<file path="src/rtl/divider_pkg.sv">
// Shared constants, state type and iteration-count helper for the restoring divider control unit.
package divider_pkg;

   localparam int unsigned DIV_WIDTH = 10;
   localparam int unsigned DIV_FRAC  = 4;

   typedef enum logic [2:0] {
      IDLE   = 3'd0,
      INIT   = 3'd1,
      CHECK  = 3'd2,
      SHIFT  = 3'd3,
      UPDATE = 3'd4,
      DONE   = 3'd5
   } div_state_t;

   // One shift/subtract iteration per integer and fractional quotient bit.
   function automatic int unsigned div_iter(input int unsigned width, input int unsigned frac);
      return width + frac;
   endfunction

endpackage

</file>
<file path="src/rtl/div_iter_counter.sv">
// Iteration counter for the divider: cleared at INIT, advanced once per UPDATE, saturates at ITER-1.
module div_iter_counter #(
   parameter int unsigned ITER  = 14,
   parameter int unsigned CNT_W = 4
) (
   input  logic             clk_i,
   input  logic             rst_ni,
   input  logic             clr_i,
   input  logic             inc_i,
   output logic [CNT_W-1:0] count_o,
   output logic             last_o
);

   logic [CNT_W-1:0] count_q, count_d;
   logic             last_q;

   always_comb begin
      count_d = count_q;
      if (clr_i) begin
         count_d = '0;
      end else if (inc_i && !last_q) begin
         count_d = count_q + CNT_W'(1);
      end
   end

   // last is registered alongside the count so it is glitch-free in UPDATE.
   always_ff @(posedge clk_i or negedge rst_ni) begin
      if (!rst_ni) begin
         count_q <= '0;
         last_q  <= 1'(ITER == 1);
      end else begin
         count_q <= count_d;
         last_q  <= (count_d == CNT_W'(ITER - 1));
      end
   end

   assign count_o = count_q;
   assign last_o  = last_q;

endmodule

</file>
<file path="src/rtl/divider_controller.sv">
// Control FSM of the unsigned fixed-point restoring divider: sequences the A/Q/B datapath
// strobes, runs the start/busy/valid handshake and flags divide-by-zero and quotient overflow.
module divider_controller
   import divider_pkg::*;
#(
   parameter int unsigned WIDTH = DIV_WIDTH,
   parameter int unsigned FRAC  = DIV_FRAC
) (
   input  logic clk_i,
   input  logic rst_ni,
   input  logic start_i,
   input  logic b_is_zero_i,
   input  logic a_ge_b_i,
   input  logic q_msb_i,
   output logic a_load_o,
   output logic a_clr_o,
   output logic a_shl_o,
   output logic q_load_o,
   output logic q_shl_o,
   output logic q_set0_o,
   output logic b_load_o,
   output logic busy_o,
   output logic valid_o,
   output logic dvz_o,
   output logic ovf_o
);

   localparam int unsigned ITER  = div_iter(WIDTH, FRAC);
   localparam int unsigned CNT_W = (ITER > 1) ? $clog2(ITER) : 1;

   localparam logic [2:0] ST_IDLE   = 3'(IDLE);
   localparam logic [2:0] ST_INIT   = 3'(INIT);
   localparam logic [2:0] ST_CHECK  = 3'(CHECK);
   localparam logic [2:0] ST_SHIFT  = 3'(SHIFT);
   localparam logic [2:0] ST_UPDATE = 3'(UPDATE);
   localparam logic [2:0] ST_DONE   = 3'(DONE);

   logic [2:0]       state_q, state_d;
   logic             dvz_q, dvz_d;
   logic             ovf_q, ovf_d;
   logic             init_q, init_d;
   logic             shift_q, shift_d;
   logic             busy_q, busy_d;
   logic             valid_q, valid_d;
   logic [CNT_W-1:0] cnt;
   logic             cnt_last;

   div_iter_counter #(
      .ITER  (ITER),
      .CNT_W (CNT_W)
   ) u_iter_counter (
      .clk_i   (clk_i),
      .rst_ni  (rst_ni),
      .clr_i   (state_q == ST_INIT),
      .inc_i   (state_q == ST_UPDATE),
      .count_o (cnt),
      .last_o  (cnt_last)
   );

   // Next state and sticky flags; Moore strobes are decoded from the next state so they leave a flop.
   always_comb begin
      state_d = state_q;
      dvz_d   = dvz_q;
      ovf_d   = ovf_q;
      case (state_q)
         ST_IDLE: begin
            if (start_i) state_d = ST_INIT;
         end
         ST_INIT: begin
            dvz_d   = 1'b0;
            ovf_d   = 1'b0;
            state_d = ST_CHECK;
         end
         ST_CHECK: begin
            if (b_is_zero_i) begin
               dvz_d   = 1'b1;
               state_d = ST_DONE;
            end else begin
               state_d = ST_SHIFT;
            end
         end
         ST_SHIFT: begin
            // A one leaving Q after the integer bits means the quotient does not fit.
            if ((32'(cnt) >= WIDTH) && q_msb_i) ovf_d = 1'b1;
            state_d = ST_UPDATE;
         end
         ST_UPDATE: begin
            state_d = cnt_last ? ST_DONE : ST_SHIFT;
         end
         ST_DONE: begin
            state_d = ST_IDLE;
         end
         default: begin
            state_d = ST_IDLE;
         end
      endcase

      init_d  = (state_d == ST_INIT);
      shift_d = (state_d == ST_SHIFT);
      busy_d  = (state_d != ST_IDLE);
      valid_d = (state_d == ST_DONE);
   end

   always_ff @(posedge clk_i or negedge rst_ni) begin
      if (!rst_ni) begin
         state_q <= ST_IDLE;
         dvz_q   <= 1'b0;
         ovf_q   <= 1'b0;
         init_q  <= 1'b0;
         shift_q <= 1'b0;
         busy_q  <= 1'b0;
         valid_q <= 1'b0;
      end else begin
         state_q <= state_d;
         dvz_q   <= dvz_d;
         ovf_q   <= ovf_d;
         init_q  <= init_d;
         shift_q <= shift_d;
         busy_q  <= busy_d;
         valid_q <= valid_d;
      end
   end

   assign a_clr_o  = init_q;
   assign b_load_o = init_q;
   assign q_load_o = init_q;
   assign a_shl_o  = shift_q;
   assign q_shl_o  = shift_q;
   assign busy_o   = busy_q;
   assign valid_o  = valid_q;
   assign dvz_o    = dvz_q;
   assign ovf_o    = ovf_q;

   // Restore step depends on the live comparator result, so these two follow a_ge_b directly.
   assign a_load_o = (state_q == ST_UPDATE) && a_ge_b_i;
   assign q_set0_o = (state_q == ST_UPDATE) && a_ge_b_i;

endmodule

</file>
<file path="config.mk">
export PLATFORM = sky130hd
export DESIGN_NAME = divider_controller
export DESIGN_NICKNAME = d
export VERILOG_FILES = /design/src/rtl/divider_pkg.sv /design/src/rtl/div_iter_counter.sv /design/src/rtl/divider_controller.sv
export SDC_FILE = /design/constraint.sdc
export NUM_CORES = 1
export LEC_CHECK = 0
export ABC_AREA = 1
export CAP_MARGIN = 40
export CORE_UTILIZATION = 47
export CTS_BUF_LIST = sky130_fd_sc_hd__clkbuf_4 sky130_fd_sc_hd__clkbuf_8 sky130_fd_sc_hd__clkbuf_16
export DETAILED_ROUTE_END_ITERATION = 6
export MAX_ROUTING_LAYER = met4
export PLACE_DENSITY = 0.76
export SLEW_MARGIN = 10
export SYNTH_ARGS = -nofsm -noshare
export SYNTH_HDL_FRONTEND = slang
export SYNTH_SLANG_ARGS = --single-unit
</file>
<file path="constraint.sdc">
create_clock -name clk_i -period 1.3 [get_ports clk_i]
set_input_delay 0.13 -clock clk_i [delete_from_list [all_inputs] [get_ports clk_i]]
set_output_delay 0.13 -clock clk_i [all_outputs]
set_load 0.005 [all_outputs]
</file>
==> out/results.ini, run 1 <==
[status]
status=finished, final reports clean

[layout]
fillerInstances=101
postLayoutCoreUtil_pct=73.1
layout-drive-gt1-share_pct=26.9
finish.net_count=113
area.growth.synth_to_final_pct=37.3
diodes=0
final_design_area_excluding_fillers_um2=998
stdcell_count=119

[route]
via_count_of_the_routed_design=607
firstDrtPassIters=4
ant_nets=0
sum_of_routed_wire_length_over_all_layers_um=1590
drt-vias-per-instance=5.10
drt_drc_violations_left=0
first_iter_violations=18
routed_wire_length_per_instance_um=13.4

[sta]
final.hold.worst_slack_ns=0.142
tns_ns=0
worst_slew_margin_rel_pct=84.5
final_min_period_over_clock_period_pct=96.8
final_hold_viol_count=0
final-setup-viol-count=0
postLayoutSetupSlackWorst_ns=0.0414
worstMarginPinSlew_ns=0.233
maxSlewViolCount=0
maxClockFrequency_ghz=0.795
worst_clock_skew_ns=0.0104
final.min_clock_period_ns=1.26
grt_setup_unrepaired=yes

[floorplanning]
initial_core_util_pct=53.2
dieArea_um2=1710
die_w_um=41.3
dieHeight_um=41.3
pin_count=17
design.core.area_um2=1370
count_of_standard_cell_rows=13

[yosys]
synth-async-reset-ratio_pct=100
synth.distinct_cells=23
synth.net_count=88
postSynthRegisterBits=14
ys.flop_type=dfrtp_1
synth_area_leaders=dfrtp_1, nand2_1, buf_4
avg_inst_size_synth_um2=9.09
synth-edff-count=0
post_synth_most_frequent_cells=nand2_1, dfrtp_1, inv_1
yosysSeqAreaShare_pct=48.2
mappedNetlistArea_um2=727
yosysTopAreaCellShare_pct=48.2
synth.largest_area_cell=dfrtp_1
synth-warning-count=0
syn-instance-count=80
leading_cell_type_by_number_of_instances_after_synthesis=nand2_1

[cts]
clk_sinks=14
numCtsBuffers=3
postCtsHoldBufs=0
htree_num_levels=1
path_clk_slew_ns=0.08
root_buffer=clkbuf_4
clock_latency_on_the_worst_skew_pair_ns=0.28
clock_path_buffers=2
tritoncts=done

[global_routing]
gr-usage-all-layers_pct=24.5
first_global_vias=555
grt_antenna_before_repair=0
first_pass_grt_wire_length_um=2450
grt_max_degree=15
grt.overflow.total=0

[power_and_ir_drop]
p_total_mw=2.13
power.density_cell_area_nw_per_um2=2130
power.ir.vdd_worst_mv=1.20
leakage_nw=0.584

[setup_path]
cell_family_with_most_cp_delay=flip-flops
rrSetupSlack_ns=0.04
worst-endpoint-required_ns=1.46
worst_ep_arrival_time_ns=1.42
crit_chain=buf_4, inv_4, nor3_4, buf_4, nor3_4, nand3b_1
crit_slowest_cell=dfrtp_1
worstSetupEndpointType=register
crit_path_max_incr_delay_ns=0.41
worstSetupPathType=reg2reg
crit_buf_inv=3
worstSetupStartpointType=register
timing.critical_path.fanout_max=3

[placement]
place.detailed.hpwl_um=1150
place_worst_setup_slack_ns=-0.118
placed_cell_area_um2=921
placed_cells_incl_taps=113
placement.io_buffers=16
gpl.final_weighted_congestion=0.834

[hold_path]
hold_path.class=in2async

[run]
timing.max_cap.violations=0

-- power by group --
group | leakage [nW] | switching (mW) | internal [mW]
Combinational | 0.379 | 0.574 | 0.564
Clock | 0.0210 | 0.133 | 0.171
Sequential | 0.184 | 0.113 | 0.572
-- final cells by class --
type	count	area, µm²	share of cell area, %
Timing Repair Buffer	25	236	23.7
Clock buffer	4	36.3	3.63
Multi-Input combinational cell	48	303	30.3
Inverter	13	53.8	5.39
Tap cell	15	18.8	1.88
Sequential cell	14	350	35.1
-- sequential cells by signal, summed over array words and instances (netlist names) --
name and flops:
a_shl_o 1, dvz_o 1, u_iter_counter.count_o 4, valid_o 1, a_clr_o 1, state_q 3, ovf_o 1, u_iter_counter.last_o 1
busy_o 1
-- timing repair --
action                                  in CTS  in global routing
gates resized for setup                     12                  8
pin swaps                                    2                  1
endpoints found under the setup margin       4                  7
setup buffers                                1                  2
-- worst reg2reg max path, cell delays in order, from the launching register on --
cell	delay, ns
dfrtp_1	0.41
buf_4	0.16
inv_4	0.06
nor3_4	0.04
buf_4	0.14
nor3_4	0.19
nand3b_1	0.12
-- cells in the final DEF (no fill, tap or decap), types with 3 or more instances in the layout --
| master | netlist | routed |
|---|---|---|
| a21oi_1 | 3 | 3 |
| buf_4 | 5 | 7 |
| clkbuf_4 | 0 | 3 |
| clkdlybuf4s50_1 | 0 | 8 |
| dfrtp_1 | 14 | 14 |
| dlymetal6s2s_1 | 0 | 5 |
| inv_1 | 10 | 10 |
| nand2_1 | 17 | 16 |
| nand2_2 | 2 | 3 |
| nand3_1 | 6 | 6 |
| nand4_1 | 3 | 3 |
| nor2_1 | 3 | 3 |
-- cell families (layout without fill, tap and decap cells) --
group / after synthesis / after routing / share of synthesized area, %
compound gates: 4 / 4 / 3.10
xor+xnor: 1 / 1 / 1.21
fa+ha+maj: 2 / 2 / 3.44
buf+inv: 18 / 42 / 11.9
flops: 14 / 14 / 48.2
simple gates: 41 / 41 / 32.2
-- layer usage --
metal,track usage [%],vias up,wire length [µm]
li1,-,301,-
met1,28.0,273,631
met2,36.3,27,793
met3,9.57,6,113
met4,14.5,0,53
met5,-,-,0
-- final timing paths --
check                      startpoint                   endpoint  depth (start not counted)
max                        state_q[0]                     busy_o                          6
min                            rst_ni  u_iter_counter.count_o[3]                          2
max reg2reg                state_q[0]                     busy_o                          6
min reg2reg                     dvz_o                      dvz_o                          2
max in group asynchronous      rst_ni  u_iter_counter.count_o[0]                          2
min in group clk_i            start_i                    a_clr_o                          3
Note: power is estimated with default switching activity, not from simulation.
==> run 2: changes to the inputs <==
Settings changed: CAP_MARGIN 40 to unset.
Clock period 1.3 ns to 1.4 ns, I/O delays scaled along.
==> run 2 against run 1 <==
Global-route usage shrank 2.5 points; sequential power down 5.1%; critical path depth is 3 lower; first-iteration DRC count down 11%; largest cell class unchanged.
==> out/results.ini, run 2 (synthesis results as in run 1) <==
[layout]
ff_latch_area_um2=352  ; was 350 µm²
final_cell_mix=nand2_1, clkdlybuf4s50_1, dfrtp_1  ; was nand2_1, dfrtp_1, inv_1
area_of_combinational_cells_with_multiple_inputs_um2=290  ; was 303 µm²
final_common_cell=nand2_1  ; unchanged
finish.net_count=110  ; was 113
final_design_area_excluding_fillers_um2=948  ; was 998 µm²
area.growth.synth_to_final_pct=30.5  ; was 37.3%
diodes=0  ; unchanged
max_ffs_per_register=4  ; unchanged
layout-drive-gt1-share_pct=22.8  ; was 26.9%
fillerInstances=106  ; was 101

[power_and_ir_drop]
power_switching_share_pct=37.8  ; was 38.6%
switchingPower_mw=0.693  ; was 0.820 mW
leakage_nw=0.492  ; was 0.584 nW
pwr-share-comb_pct=48.8  ; was 53.5%
seqPwrFrac_pct=35.4  ; was 32.2%
power_report.internal_total_mw=1.14  ; was 1.31 mW
power.share.clock_pct=15.8  ; was 14.3%
power.ir.vdd_worst_mv=0.948  ; was 1.20 mV
power.density_cell_area_nw_per_um2=1930  ; was 2130 nW/µm²

[sta]
final_hold_viol_count=0  ; unchanged
final_min_period_over_clock_period_pct=95.5
maxSlewViolCount=0  ; unchanged
grt_setup_unrepaired=yes  ; unchanged
final.min_clock_period_ns=1.34
worst_clock_skew_ns=0.00230  ; was 0.0104 ns
final-setup-viol-count=0  ; unchanged
worstMarginPinSlew_ns=0.246  ; was 0.233 ns
maxClockFrequency_ghz=0.748
worst_slew_margin_rel_pct=83.4  ; was 84.5%
postLayoutSetupSlackWorst_ns=0.0634  ; was 0.0414 ns

[route]
firstDrtPassIters=4  ; unchanged
sum_of_routed_wire_length_over_all_layers_um=1330  ; was 1590 µm
ant_nets=0  ; unchanged
drt-vias-per-instance=4.80  ; was 5.10
via_count_of_the_routed_design=557  ; was 607
routed_wire_length_per_instance_um=11.5  ; was 13.4 µm
drt_drc_violations_left=0  ; unchanged
first_iter_violations=16  ; was 18

[floorplanning]
dieHeight_um=41.3  ; unchanged
die_w_um=41.3  ; unchanged
dieArea_um2=1710  ; unchanged
pin_count=17  ; unchanged
count_of_standard_cell_rows=13  ; unchanged
design.core.area_um2=1370  ; unchanged
initial_core_util_pct=53.2  ; unchanged

[cts]
htree_num_levels=1  ; unchanged
clock_path_buffers=2  ; unchanged
clock_latency_on_the_worst_skew_pair_ns=0.28  ; about the same
post_cts_buffers=0  ; was 1
numCtsBuffers=3  ; unchanged
root_buffer=clkbuf_4  ; unchanged
clk_sinks=14  ; unchanged
postCtsHoldBufs=0  ; unchanged
path_clk_slew_ns=0.09  ; was 0.08 ns
tritoncts=done  ; unchanged

[global_routing]
first_pass_grt_wire_length_um=2270  ; was 2450 µm
grt.overflow.total=0  ; unchanged
grt_antenna_before_repair=0  ; unchanged
first_global_vias=558  ; was 555
gr-usage-all-layers_pct=22.0  ; was 24.5%
grt_max_degree=15  ; unchanged

[setup_path]
worstSetupEndpointType=output pin  ; was register
crit_path_max_incr_delay_ns=0.42  ; was 0.41 ns
worstSetupStartpointType=register  ; unchanged
timing.critical_path.fanout_max=2  ; was 3
worst_ep_arrival_time_ns=1.20  ; was 1.42 ns
worst-endpoint-required_ns=1.26  ; was 1.46 ns
worstSetupPathType=reg2out  ; was reg2reg
crit_chain=nor2_4, and3_2, dlygate4sd2_1  ; was buf_4, inv_4, nor3_4, buf_4, nor3_4, nand3b_1
crit_slowest_cell=dfrtp_1  ; unchanged

[status]
status=finished, final reports clean  ; unchanged

[placement]
placed_cell_area_um2=913  ; was 921 µm²
place_worst_setup_slack_ns=0.00490  ; was -0.118 ns
gpl.final_weighted_congestion=0.827  ; was 0.834
placement.io_buffers=16  ; unchanged
place.detailed.hpwl_um=1040  ; was 1150 µm

[hold_path]
hold_path.class=in2async  ; unchanged

[run]
timing.max_cap.violations=0  ; unchanged

[run 2: changes by cell type in the layout (fill, tap and decap cells not counted), moves of 2 or more]
cell	change
clkdlybuf4s50_1	+6
inv_2	+2
dlymetal6s2s_1	-5
buf_6	-2
inv_4	-2
buf_2	-2
[run 2: final timing paths]
check | from | endpoint | slack [ns] | depth (start not counted)
worst max-delay path | state_q[0] | q_set0_o | 0.06 | 3
worst min-delay path | rst_ni | state_q[0] | 0.16 | 2
worst max register to register | state_q[1] | u_iter_counter.last_o | 0.16 | 6
worst min register to register | dvz_o | dvz_o | 0.49 | 2
max in group asynchronous | rst_ni | state_q[2] | 1.06 | 2
min in group clk_i | start_i | a_clr_o | 0.41 | 3
[run 2: area by class of cell]
class,count,area share (%)
clock buffer,4,3.83
inverter,13,5.15
multi-input combinational,48,30.6
sequential,14,37.1
tap,15,1.98
timing repair buffer,22,21.4
[run 2: what timing repair did]
action	4_1_cts	5_1_grt
gates cloned	0	0
gates resized for setup	2	1
setup endpoints to repair	2	2
[run 2: stage by stage]
stage | hold WS (ns) | instances | utilization [%] | TNS (ns) | total power, mW
6_report | 0.160 | 116 | 69.4 | 0 | 1.83
5_1_grt | 0.201 | 116 | 69.4 | -0.0251 | 1.99
4_1_cts | 0.158 | 116 | 69.3 | 0 | 1.85
3_5_place_dp | 0.464 | 112 | 66.8 | 0 | 1.56
3_3_place_gp | 0.462 | 112 | 66.8 | 0 | 1.54
2_1_floorplan | -0.156 | 80 | - | 0 | 1.19
[run 2: critical path: cells and delay by family, from the launching register on]
family	cells	cell delay [ns]
DFF	1	0.42
and+or+nand+nor	2	0.28
buffers and inverters	1	0.22
[run 2: metal layers]
layer	GRT usage, %	vias up	part of all wire, %
li1	-	293	-
met1	27.1	245	48
met2	32.8	15	46
met3	5.32	4	3.8
met4	12.9	0	2.2
met5	-	-	0
[run 2: power groups by stage]
stage                     clock network (mW)  logic (mW)  registers (mW)
final                                  0.289       0.894           0.650
after global routing                   0.319       0.999           0.671
after CTS                              0.298       0.901           0.649
after detailed placement                   0       0.902           0.657
after global placement                     0       0.887           0.648
after floorplan                            0       0.543           0.647
==> run 3: changes to the inputs <==
Settings changed: GPL_ROUTABILITY_DRIVEN set to 0.
==> results of run 3 <==
Same layout as run 2: the final DEF is identical, and so are final timing and power.
==> edit 1 (settings of run 1) <==
Change the package constant `DIV_FRAC` from 4 to 8.
--- a/src/rtl/divider_pkg.sv
+++ b/src/rtl/divider_pkg.sv
@@ -2,7 +2,7 @@
 package divider_pkg;
 
    localparam int unsigned DIV_WIDTH = 10;
-   localparam int unsigned DIV_FRAC  = 4;
+   localparam int unsigned DIV_FRAC  = 8;
 
    typedef enum logic [2:0] {
       IDLE   = 3'd0,
Formal check against the unedited RTL: no difference found for any inputs over 10 cycles, from zero or initial values and one cycle with rst_ni low; that may be too few to reach the edited logic, so the function may still have changed.
==> edit 1 against run 1 <==
The run now ends with setup timing left. Sequential cell count increased by 1. Final area up 16%. Total power is 14% higher. Synthesized area increased by 7.9%. Sequential share of layout area fell by 2.7 points. Clock power shrank 6.6%. Setup slack lost 0.10 ns. Critical path depth is 4 higher. Combinational power is 25% higher. Clock skew down 0.0054 ns. Routed wire length increased by 9.9%. Non-clock buffer count rose by 8. Largest cell class unchanged.
==> edit 1: results (changes against run 1) <==
Worst R2R Path Depth 10 (+4); layout cell share with drive strength beyond 1 34.15% (+7.2 points); initial DRC count 14 (-4); Final setup viols 4 (+4); status finished with violations; total vias in the final route 705 (+16%); Syn Inst Count 91 (+14%); Nets 132 (+17%); compound-cell area share of the yosys netlist 2.552% (-0.55 points); Final Skew 0.005080 ns (-0.005370 ns); syn nets 99 (+13%); Slew headroom 78.38% (-6.1 points); top cells by count, synth 19 x nand2_1, 16 x inv_1, 15 x dfrtp_1; met1 usage 25.35% (-2.7 points); largest net degree at the start of global routing 16 (+1); GR Util met2 37.88% (+1.6 points); P_leak 0.6839 nW (+17%); xor and xnor area share after synthesis 2.233% (+1.0 points); WL met2 886 µm (+12%); critical path data arrival time 1.60 ns (+0.18 ns); failing checks setup timing; first-pass GRT wire length 2.973 mm (+21%); post-cts repair resize count 21 (+9); Routability Congestion 0.8611 (+3.3%); ANT nets after route 0 (unchanged); post-CTS setup buffer count 4 (+3); Met3 Routed Length 71 µm (-37%); Worst-Skew Late Latency 0.30 ns (+0.02 ns); number of fillers in the final layout 108 (+6.9%); r2r endpoint u_iter_counter.last_o$_DFF_PN0_; Clock transition at path regs 0.10 ns (+0.02 ns); Num CTS Buffers 3 (unchanged); post-synthesis sequential area ratio 47.85% (-0.35 points); adder-cell share of the synthesized area 3.190% (-0.25 points); delay-heaviest family, CP simple AND/OR/NAND/NOR gates; Setup Slack @ Placement -0.07302 ns (+0.04486 ns); max reg flops 5 (+1); Non-Filler Instances 139 (+17%); placement-stage cell area 1018 µm² (+11%); final setup margin -0.06260 ns (-0.1040 ns); M1 WL 742 µm (+18%); Max FO, Critical Path 2 (-1)
edit 1: cell count changes after synthesis, moves of 2 or more:
cell / run 1 / this run
a21oi_1: 3 / 0
inv_1: 10 / 16
nand2_1: 17 / 19
nor3_1: 1 / 4
o21ai_0: 0 / 4
edit 1: area by class of cell:
class,instances,area [µm²],share of cell area [%]
Inverter,18,70.07,6.054
Sequential cell,15,375.4,32.43
Clock buffer,3,22.52,1.946
Timing Repair Buffer,33,319.1,27.57
Tap cell,16,20.02,1.730
Clock inverter,1,5.005,0.4324
Multi-Input combinational cell,53,345.3,29.84
edit 1: power by group:
group / internal [mW] / leakage (nW) / total (mW) / switching [mW]
Combinational: 0.768 / 0.468 / 1.42 / 0.654
Clock: 0.115 / 0.0177 / 0.284 / 0.169
Sequential: 0.607 / 0.198 / 0.725 / 0.118
Total: 1.49 / 0.684 / 2.43 / 0.941
edit 1: worst min-delay path by stage:
stage	startpoint	endpoint	slack, ns	cells after the start
6_report	rst_ni	dvz_o$_DFFE_PN0P_	0.13	2
5_1_grt	rst_ni	dvz_o$_DFFE_PN0P_	0.16	2
4_1_cts	rst_ni	dvz_o$_DFFE_PN0P_	0.14	2
3_5_place_dp	rst_ni	dvz_o$_DFFE_PN0P_	0.46	2
3_3_place_gp	rst_ni	dvz_o$_DFFE_PN0P_	0.46	2
2_1_floorplan	rst_ni	a_clr_o$_DFF_PN0_	-0.17	0
edit 1: per-stage QoR:
step | setup TNS, ns | hold WS [ns]
3_5_place_dp | -0.2032 | 0.4618
6_report | -0.1697 | 0.1296
4_1_cts | -0.07224 | 0.1422
3_3_place_gp | -0.1532 | 0.4572
5_1_grt | -0.5088 | 0.1603
2_1_floorplan | 0 | -0.1656
==> edit 2 (config.mk and constraints of run 1) <==
Made on the original files. Put a register stage on the outputs `a_load_o` and `q_set0_o`, without a reset. The values now appear one clock later. The other outputs are not delayed to match.
--- a/src/rtl/divider_controller.sv
+++ b/src/rtl/divider_controller.sv
@@ -132,8 +132,10 @@
    assign ovf_o    = ovf_q;
 
    // Restore step depends on the live comparator result, so these two follow a_ge_b directly.
-   assign a_load_o = (state_q == ST_UPDATE) && a_ge_b_i;
-   assign q_set0_o = (state_q == ST_UPDATE) && a_ge_b_i;
+   always_ff @(posedge clk_i) begin
+      a_load_o <= (state_q == ST_UPDATE) && a_ge_b_i;
+      q_set0_o <= (state_q == ST_UPDATE) && a_ge_b_i;
+   end
 
 endmodule
 
Formal check against the unedited RTL: not equivalent (a bounded check fails within 10 cycles, from zero or initial values and one cycle with rst_ni low).
==> edit 2 against run 1 <==
Maximum frequency down 0.77%. Sequential share of layout area up 2.6 points. Via count up 4.0%. Synthesized area up 2.8%. Total power down 5.6%. Critical path depth up 1. Sequential cell count up 1. Setup slack worse by 0.0097 ns. Final area down 0.50%. Cell count unchanged. Utilization down 6.4 points. Routed wire length down 7.1%. Critical path type unchanged. Highest routed layer unchanged.
==> edit 2: results (changes against run 1) <==
Nets 112 (-0.88%); Slowest cell on crit path dfrtp_2; root buffer cell clkbuf_4; total vias in the final route 631 (+4.0%); Tot GR Track Use 20.08% (-4.4 points); Routability Congestion 0.8605 (+3.2%); worst vdd ir 0.001379 V (+15%); first-pass GRT wire length 2.484 mm (+1.4%); Clock transition at path regs roughly 0.09 ns; internal power 1.212 mW (-7.3%); number of fillers in the final layout 125 (+24%); slowest stage delay, CP 0.47 ns (+0.06 ns); syn nets 89 (+1.1%); critical path data arrival time 1.49 ns (+0.07 ns); r2r startpoint state_q[1]$_DFF_PN0_; P_leak 0.5767 nW (-1.3%); vias in the first global route 584 (+5.2%); post-synthesis sequential area ratio 49.58% (+1.4 points); Max FO, Critical Path 5 (+2); Syn Inst Count 81 (+1.3%); status finished, final reports clean; layout cell share with drive strength beyond 1 25.24% (-1.7 points); final wirelength 1.479 mm (-7.1%); Async SR Flop Fraction 93.33% (-6.7 points); delay-heaviest family, CP simple AND/OR/NAND/NOR gates; Non-Filler Instances 119 (unchanged); Distinct cells, synth 24 (+4.3%); initial antenna violation count 0 (unchanged); Yosys warnings 0 (unchanged); Final Skew 0.006132 ns (-0.004318 ns); ranking of synthesized cells by area dfrtp_1 47%, nand2_1 8.5%, buf_4 5.0%, inv_1 5.0%, nand3_1 4.0%; Final HPWL DP 1.105 mm (-3.7%); initial DRC count 12 (-6); Slew headroom 79.38% (-5.1 points)
==> edit 2: power groups by stage <==
| stage | clock (mW) | combinational (mW) | sequential (mW) |
|---|---|---|---|
| 2_1_floorplan | 0 | 0.580 | 0.734 |
| 3_3_place_gp | 0 | 0.869 | 0.752 |
| 3_5_place_dp | 0 | 0.889 | 0.766 |
| 4_1_cts | 0.274 | 0.884 | 0.756 |
| 5_1_grt | 0.297 | 1.08 | 0.779 |
| 6_report | 0.266 | 0.982 | 0.761 |
==> edit 2: cell families (layout without fill, tap and decap cells) <==
logic type	count (synthesis)	after routing	synth area share, %
buf+inv	18	40	11.56
xor+xnor	1	1	1.173
simple gates	41	41	31.33
compound gates	4	4	3.015
flops	15	15	49.58
fa+ha+maj	2	2	3.350
==> edit 2: area by class of cell <==
| type | count | area [µm²] | share of cell area, % |
|---|---|---|---|
| Sequential cell | 15 | 374.1 | 37.66 |
| Multi-Input combinational cell | 48 | 296.5 | 29.85 |
| Timing Repair Buffer | 23 | 224.0 | 22.54 |
| Inverter | 13 | 51.30 | 5.164 |
| Clock buffer | 3 | 22.52 | 2.267 |
| Tap cell | 16 | 20.02 | 2.015 |
| Clock inverter | 1 | 5.005 | 0.5038 |
==> edit 2: final timing paths <==
path                            depth (start not counted)                               to  slack, ns
min in group clk_i                                      3                a_clr_o$_DFF_PN0_       0.39
worst min-delay path                                    2                a_clr_o$_DFF_PN0_       0.14
worst max register to register                          7  u_iter_counter.last_o$_DFF_PN0_       0.03
worst max-delay path                                    7  u_iter_counter.last_o$_DFF_PN0_       0.03
max in group asynchronous                               2             state_q[1]$_DFF_PN0_       0.98
worst min register to register                          2                dvz_o$_DFFE_PN0P_       0.48
==> edit 2: routing by layer <==
| layer | vias to the layer above | GRT usage (%) | routed length (µm) |
|---|---|---|---|
| li1 | 297 | - | - |
| met3 | 4 | 6.087 | 92 |
| met5 | - | - | 0 |
| met1 | 303 | 23.36 | 657 |
| met4 | 0 | 9.677 | 25 |
| met2 | 27 | 31.56 | 704 |
==> edit 2: timing repair <==
action,in CTS,in global routing
cloned,0,0
setup endpoints to repair,1,12
endpoints found under the hold margin,0,0
gates resized for setup,1,10
pin swaps,0,2
buffers inserted,0,4
hold buffers,0,0
==> edit 2: stage by stage <==
| step | hold slack (ns) | worst slack (ns) | power [mW] | instance area (µm²) | util [%] |
|---|---|---|---|---|---|
| after floorplan | -0.1656 | 0.1879 | 1.314 | 747.0 | - |
| after global placement | 0.4565 | 0.05035 | 1.622 | 912.1 | 61.26 |
| after detailed placement | 0.4539 | 0.03765 | 1.655 | 912.1 | 61.26 |
| after CTS | 0.1403 | 0.008768 | 1.914 | 938.4 | 63.03 |
| after global routing | 0.1562 | -0.03139 | 2.156 | 993.5 | 66.72 |
| final | 0.1395 | 0.03168 | 2.009 | 993.5 | 66.72 |
